## src/rtl/serializer_out.sv

```systemverilog
// serializer_out: parallel-in, serial-out transmitter.
//
// A Width-bit word is captured on an accepted start_i. It is then shifted out
// on sdata_o one bit per ClkDiv clock cycles. valid_o qualifies the frame bits.
// done_o pulses for one cycle after the last bit period.
//
// Parameters:
//   Width    - word length in bits (>= 2)
//   ClkDiv   - clk_i cycles each bit is held on sdata_o (>= 1)
//   MsbFirst - 1: data_i[Width-1] goes first; 0: data_i[0] goes first
//
// Ports:
//   clk_i   - system clock, rising edge
//   rst_i   - asynchronous, active-low reset
//   start_i - launch request, honoured only while idle
//   data_i  - word to transmit, captured on an accepted start
//   sdata_o - registered serial data
//   valid_o - high while sdata_o carries a frame bit
//   busy_o  - high while a frame is in progress
//   done_o  - one-cycle pulse after the final bit period
module serializer_out #(
    parameter int Width    = 8,
    parameter int ClkDiv   = 1,
    parameter int MsbFirst = 1
) (
    input  logic             clk_i,
    input  logic             rst_i,
    input  logic             start_i,
    input  logic [Width-1:0] data_i,
    output logic             sdata_o,
    output logic             valid_o,
    output logic             busy_o,
    output logic             done_o
);

    localparam int DivW = (ClkDiv > 1) ? $clog2(ClkDiv) : 1;
    localparam int BitW = $clog2(Width);
    localparam logic [DivW-1:0] DivLast = DivW'(ClkDiv - 1);
    localparam logic [BitW-1:0] BitLast = BitW'(Width - 1);

    typedef enum logic {
        IDLE,
        SHIFT
    } state_t;

    state_t            state_q, state_d;
    logic [Width-1:0]  shift_q, shift_d;
    logic [BitW-1:0]   bit_cnt_q, bit_cnt_d;
    logic [DivW-1:0]   div_cnt_q, div_cnt_d;
    logic              sdata_q, sdata_d;
    logic              valid_q, valid_d;
    logic              busy_q, busy_d;
    logic              done_q, done_d;

    always_ff @(posedge clk_i or negedge rst_i) begin
        if (!rst_i) begin
            state_q   <= IDLE;
            shift_q   <= '0;
            bit_cnt_q <= '0;
            div_cnt_q <= '0;
            sdata_q   <= 1'b0;
            valid_q   <= 1'b0;
            busy_q    <= 1'b0;
            done_q    <= 1'b0;
        end else begin
            state_q   <= state_d;
            shift_q   <= shift_d;
            bit_cnt_q <= bit_cnt_d;
            div_cnt_q <= div_cnt_d;
            sdata_q   <= sdata_d;
            valid_q   <= valid_d;
            busy_q    <= busy_d;
            done_q    <= done_d;
        end
    end

    always_comb begin
        state_d   = state_q;
        shift_d   = shift_q;
        bit_cnt_d = bit_cnt_q;
        div_cnt_d = div_cnt_q;
        sdata_d   = sdata_q;
        valid_d   = valid_q;
        busy_d    = busy_q;
        done_d    = 1'b0;

        case (state_q)
            IDLE: begin
                sdata_d = 1'b0;
                valid_d = 1'b0;
                busy_d  = 1'b0;
                if (start_i) begin
                    shift_d   = data_i;
                    // First bit comes straight from data_i so it is visible
                    // one cycle after start is sampled.
                    sdata_d   = (MsbFirst != 0) ? data_i[Width-1] : data_i[0];
                    valid_d   = 1'b1;
                    busy_d    = 1'b1;
                    bit_cnt_d = '0;
                    div_cnt_d = '0;
                    state_d   = SHIFT;
                end
            end

            SHIFT: begin
                if (div_cnt_q == DivLast) begin
                    div_cnt_d = '0;
                    if (bit_cnt_q == BitLast) begin
                        state_d = IDLE;
                        sdata_d = 1'b0;
                        valid_d = 1'b0;
                        busy_d  = 1'b0;
                        done_d  = 1'b1;
                    end else begin
                        // The next bit is the neighbour of the one on the line.
                        // It is taken from shift_q before the shift lands.
                        if (MsbFirst != 0) begin
                            shift_d = {shift_q[Width-2:0], 1'b0};
                            sdata_d = shift_q[Width-2];
                        end else begin
                            shift_d = {1'b0, shift_q[Width-1:1]};
                            sdata_d = shift_q[1];
                        end
                        bit_cnt_d = bit_cnt_q + 1'b1;
                    end
                end else begin
                    div_cnt_d = div_cnt_q + 1'b1;
                end
            end

            default: state_d = IDLE;
        endcase
    end

    assign sdata_o = sdata_q;
    assign valid_o = valid_q;
    assign busy_o  = busy_q;
    assign done_o  = done_q;

endmodule

```

## config.mk

```make
export PLATFORM = sky130hd
export DESIGN_NAME = serializer_out
export DESIGN_NICKNAME = d
export VERILOG_FILES = /design/src/rtl/serializer_out.sv
export SDC_FILE = /design/constraint.sdc
export NUM_CORES = 1
export LEC_CHECK = 0
export BUFFER_PORTS_ARGS = -buffer_cell sky130_fd_sc_hd__buf_2
export CAP_MARGIN = 20
export CELL_PAD_IN_SITES_DETAIL_PLACEMENT = 1
export CELL_PAD_IN_SITES_GLOBAL_PLACEMENT = 2
export CORE_MARGIN = 4
export CORE_UTILIZATION = 33
export DETAILED_ROUTE_END_ITERATION = 12
export PLACE_DENSITY_LB_ADDON = 0.1
export SLEW_MARGIN = 20
export SYNTH_ARGS = -nofsm -noshare
export SYNTH_HDL_FRONTEND = slang
export SYNTH_SLANG_ARGS = --single-unit
```

## constraint.sdc

```tcl
create_clock -name clk_i -period 2.01 [get_ports clk_i]
set_input_delay 0 -clock clk_i [delete_from_list [all_inputs] [get_ports clk_i]]
set_output_delay 0 -clock clk_i [all_outputs]
set_load 0.05 [all_outputs]
```

# [Word-level counts from Yosys, hierarchy flattened]
# Cells that the tools add are included.
[classes] n_reduce_logical=2 n_bitwise=1 add_sub_neg=2 muxes=25 n_eq_ne=5
[ops] operator="7-bit two-way mux" count=3
[ops] operator="7-bit one-hot mux with 2 select lines" count=1
[ops] operator="1-bit two-way mux" count=13
[ops] operator="3-bit two-way mux" count=3
[ops] operator="1-bit one-hot mux with 2 select lines" count=4
[ops] operator="2-bit inequality test, second input constant" count=3
[ops] operator="3-bit one-hot mux with 2 select lines" count=1
[ops] operator="3-bit by 1-bit adder with 3-bit output, second input constant" count=1
[ops] operator="3-bit == test, second input constant" count=1
[ops] operator="3-bit AND reduction" count=1
[ops] operator="2-bit by 1-bit inequality test with 1-bit output, second input constant" count=1
[ops] operator="2-bit AND reduction" count=1
[ops] operator="1-bit adder, second input constant" count=1
[ops] operator="1-bit inverter" count=1
[word_totals] reg_bits=15

# [Longest topological paths before layout]
[logic_depth] word_depth=4 ltp_mapped=6 depth_no_buf=5

# [Least setup slack after synthesis]
# Ideal clock, no wire load.
[synth_path] path_type="reg2reg" start="reg bit_cnt_q[0]" end="reg bit_cnt_q[2]" path_stages_with_launch=6 path_buffers=1 setup_ps=121 path_slack_ps=492 arrival_ps=1397 period_less_slack_ps=1518 path_cell_list="dfrtp_1 > ha_1 > ha_1 > buf_6 > mux2_4 > a22o_1"
[synth_via] elab_chain_len=4 word_cells_on_any_way=7 cone_classes="add/sub (1); eq/ne (2); mux (3); reduce/logical (1)"
[synth_lines] element="start: declaration" line="48" text="logic [BitW-1:0] bit_cnt_q, bit_cnt_d;"
[synth_lines] element="start signal: assignment" line="68" text="bit_cnt_q <= bit_cnt_d;"
[synth_lines] element="3-bit by 1-bit adder with 3-bit output" line="124" text="bit_cnt_d = bit_cnt_q + 1'b1;"
[synth_lines] element="3-bit two-way mux" line="108" text="if (bit_cnt_q == BitLast) begin"
[synth_lines] element="3-bit two-way mux" line="106" text="if (div_cnt_q == DivLast) begin"
[synth_lines] element="3-bit one-hot mux with 2 select lines" line="87" text="case (state_q)"
# Parallel ways exist; a longest one is shown, timed or not. The select of a mux whose other input is x is not followed.
# A chain may end at the register's enable or synchronous reset.

# [Worst setup path after layout]
[layout_path] start="reg bit_cnt_q[0]" end="reg bit_cnt_q[1]"
# The elaborated chain is that of the path after synthesis.

==> impl_summary.md <==
Run status
The flow ran to the end, and the final reports show no timing, DRC or antenna violations.

Drt
The detail route stage leaves a number of antenna-violating nets equal to 0. Dividing the detail-routed wire length by the instance count gives 14.0 microns. The remaining routing DRC violations is 0.

The detailed-route via count is approximately 520. The first routing iteration left 0 violations. The via-per-instance ratio is around 4.8. The total wire length after detailed routing is between 1500 and 2000 microns. For this run, the detailed router's first-pass iteration total came to 1.

Placed design
After detailed placement, the design holds a cell count of ~100. The placer congestion estimate is around 0.67. The total half-perimeter wirelength after legalization and detailed placement is 1090 microns. In this run the tool buffered the top-level ports with 14 buffer cells.

Die
For this configuration, the core starts out at a cell density of a little over a third. Pin placement for this block handled 15 I/O pins. The site row count is 16.

The width of the die is approximately 55 microns. Measured along the y axis, the die boundary spans between 50 and 60 microns. The die footprint is 3020 sq um.

The placeable core region is between 2000 and 2500 sq um.

Worst setup path
The critical path is of the register to register type. STA classifies the critical path startpoint as a register. Data on the critical path is required at its endpoint by 2.18 ns. The highest net fanout along the worst path is 9. For the worst setup path, the data arrival time is between 1.5 and 2 ns. The critical path capture point type is a register.

STA
The shortest clock period the worst path allows after layout is 1.67 ns. The worst slew margin relative to its limit is about two thirds. Setup repair after global routing left no endpoint under its margin. The share of the cycle needed by the critical path after routing is roughly 83%. Derived from the worst setup path, the maximum achievable clock frequency is around 600 MHz. For the pin with the worst max-slew slack, the measured transition is a little under 0.5 ns. The number of setup violations in the final report is 0. The total count of hold-check failures in the final report is 0. The number of slew-limit violations in the final report came to 0. The setup clock skew after layout is 0.00233 ns. The setup total negative slack is 0 ns.

Finish
In the final layout, the share of cells above drive strength 1 is 30.5%. The area of the multi-input gates is between 300 and 400 sq um. The final layout contains 97 nets. Excluding fillers, the count of instances in the completed layout stands at 109.

The repair_antennas step left the layout with diodes totalling 0. The filler cell count is roughly 230. The end-of-flow core utilization is 43.4%. The layout overhead on the synthesized area is 20.4%.

Across the whole layout, storage elements account for between 300 and 400 sq um.

Power and ir drop
Per report_power, the combinational group accounts for 46.5% of the total. The analysis attributes to net switching a power of about 0.55 mW. The clock share of power is between 10% and 20%. In this run the power density over the cells is around 1600 nW/um^2. The worst IR drop on VDD is 711 uV. The net switching share of the total power is roughly 40%.

The total power is approximately 1.4 mW. In this run, flip-flops and latches consume between 30% and 40% of the power. The internal power consumption is 0.833 mW.

The analysis attributes to cell leakage a power of a little over 0.4 nW.

GRT
The initial antenna violation count came to 0. The total overflow reported by the global router is 0. The via count of the first global-routing pass was around 570.

Global routing consumed, over all layers together, 13.2% of the routing resources. Entering global routing, the biggest net connects 16 pins. The first global-routing pass estimated around 2700 microns of wire.

Clock tree
Buffers inserted during clock tree synthesis total 3. The number of clock sinks seen by CTS is 14. The depth of the CTS H-tree is 1.

The root cell of the clock tree is clkbuf_4. The clock passes through at most 2 buffers. The clock-pin slew of the registers on the worst-case setup and hold paths is 0.09 ns. The number of cells upsized or downsized after cts is 0.

The clock tree from TritonCTS is done. The clock latency reported for the late side of the worst-skew pair is approximately 0.27 ns. In this run the post-CTS setup repair buffer count came out at 0. Hold repair after CTS inserted 3 buffers.

Yosys
For this run, the number of Yosys warnings is 0. The unique cell type count in the Yosys netlist is 25. Sequential cells were found to cover between 40 and 50% of the synthesized design area. The net count of the mapped netlist is 78. The cell area after synthesis is around 730 sq um.

The number of instances in the synthesized netlist is 64. The share of Yosys cell area claimed by the top area cell type is about 48%. By area the synthesized netlist is led by dfrtp_1 (48%), mux2i_1 (8.2%), a211oi_1 (5.2%). The number of synthesized register bits is 14. The largest area contributor in the synthesized netlist is dfrtp_1. After synthesis, the mean cell area works out to around 11 sq um.

Flow run
Max-cap violations in this run came to 0.

Min path
In this run the worst hold path is classified as primary input to register.
-- worst paths after layout --
path	start	to	slack, ns	cells after the start
max in group asynchronous	rst_i	bit_cnt_q[0]$_DFFE_PN0P_	1.61	2
max	bit_cnt_q[0]$_DFFE_PN0P_	bit_cnt_q[1]$_DFFE_PN0P_	0.34	4
min in group asynchronous	rst_i	shift_q[5]$_DFFE_PN0P_	0.15	2
min reg2reg	shift_q[2]$_DFFE_PN0P_	shift_q[2]$_DFFE_PN0P_	0.52	1
min	data_i[3]	shift_q[3]$_DFFE_PN0P_	0.004	3
max reg2reg	bit_cnt_q[0]$_DFFE_PN0P_	bit_cnt_q[1]$_DFFE_PN0P_	0.34	4
-- per-stage QoR --
| stage | worst slack [ns] | hold WS, ns | cell area [sq um] |
|---|---|---|---|
| 3_3_place_gp | 0.405 | -0.0775 | 811 |
| 5_1_grt | 0.216 | 0.00653 | 877 |
| 4_1_cts | 0.330 | 0.00278 | 877 |
| 3_5_place_dp | 0.352 | -0.0762 | 811 |
| 6_report | 0.343 | 0.00396 | 877 |
| 2_1_floorplan | 0.492 | -0.296 | 728 |
-- critical path, cell delays in order, from the launching register on --
cell	delay (ns)
dfrtp_1	0.39
ha_1	0.20
ha_1	0.42
mux2_2	0.38
a22o_1	0.17
-- per-layer routing --
layer  GRT usage, %  wire length (microns)  part of all wire (%)  vias up
li1               -                      -                     -      263
met1           16.4                    695                    46      250
met2           21.5                    749                    49        9
met3           2.41                     55                   3.6        2
met4           7.29                     22                   1.4        0
met5              0                      0                     0        -
-- synthesized netlist by cell type --
master    number
dfrtp_1       14
a21oi_1        6
mux2i_1        6
a211oi_1       5
and2b_1        4
a22o_1         3
ha_1           3
buf_2          2
buf_4          2
nand2_1        2
nor2_2         2
o21ai_0        2
and2_2         1
buf_6          1
inv_1          1
mux2_2         1
mux2_4         1
nand3_1        1
nand3b_1       1
nor2_1         1
nor2b_1        1
nor3b_1        1
o21a_1         1
o22ai_1        1
xnor2_1        1
-- power groups by stage --
stage / clock network [mW] / logic (mW) / registers (mW)
floorplan: 0 / 0.481 / 0.578
global placement: 0 / 0.635 / 0.543
detailed placement: 0 / 0.652 / 0.550
CTS: 0.211 / 0.660 / 0.545
global route: 0.226 / 0.727 / 0.568
finish: 0.199 / 0.645 / 0.543
-- cells by family (layout without fill, tap and decap cells) --
kind of cell / after synthesis / after routing / synth area share (%)
XOR/XNOR: 1 / 1 / 1.20
AND/OR/NAND/NOR: 14 / 14 / 12.0
multiplexers: 8 / 8 / 11.9
buffers and inverters: 6 / 24 / 5.50
AO/OA/AOI/OAI: 18 / 18 / 16.2
flip-flops: 14 / 14 / 48.1
adder cells (fa/ha/maj): 3 / 3 / 5.16
-- sequential cells by signal (all words and copies together), names as in the netlist --
register / cells
bit_cnt_q: 3
shift_q: 7
state_q: 1
done_o: 1
busy_o: 1
sdata_o: 1
-- cell usage in the layout (no fill, tap or decap), types with 2 or more instances in the layout --
| cell type | instances |
|---|---|
| buf_2 | 14 |
| nand2_1 | 2 |
| dfrtp_1 | 14 |
| a21oi_1 | 6 |
| o21ai_0 | 2 |
| and2b_1 | 4 |
| a211oi_1 | 5 |
| ha_1 | 3 |
| dlygate4sd3_1 | 3 |
| nor2_2 | 2 |
| a22o_1 | 3 |
| buf_4 | 2 |
| mux2i_1 | 6 |
| clkbuf_4 | 3 |
-- layout make-up --
| class | instances | share of cell area [%] |
|---|---|---|
| tap | 27 | 3.85 |
| clock buffer | 4 | 4.14 |
| timing repair buffer | 19 | 13.1 |
| inverter | 1 | 0.428 |
| multi-input combinational | 44 | 38.5 |
| sequential | 14 | 39.9 |
Note: power is estimated with default switching activity, not from simulation.
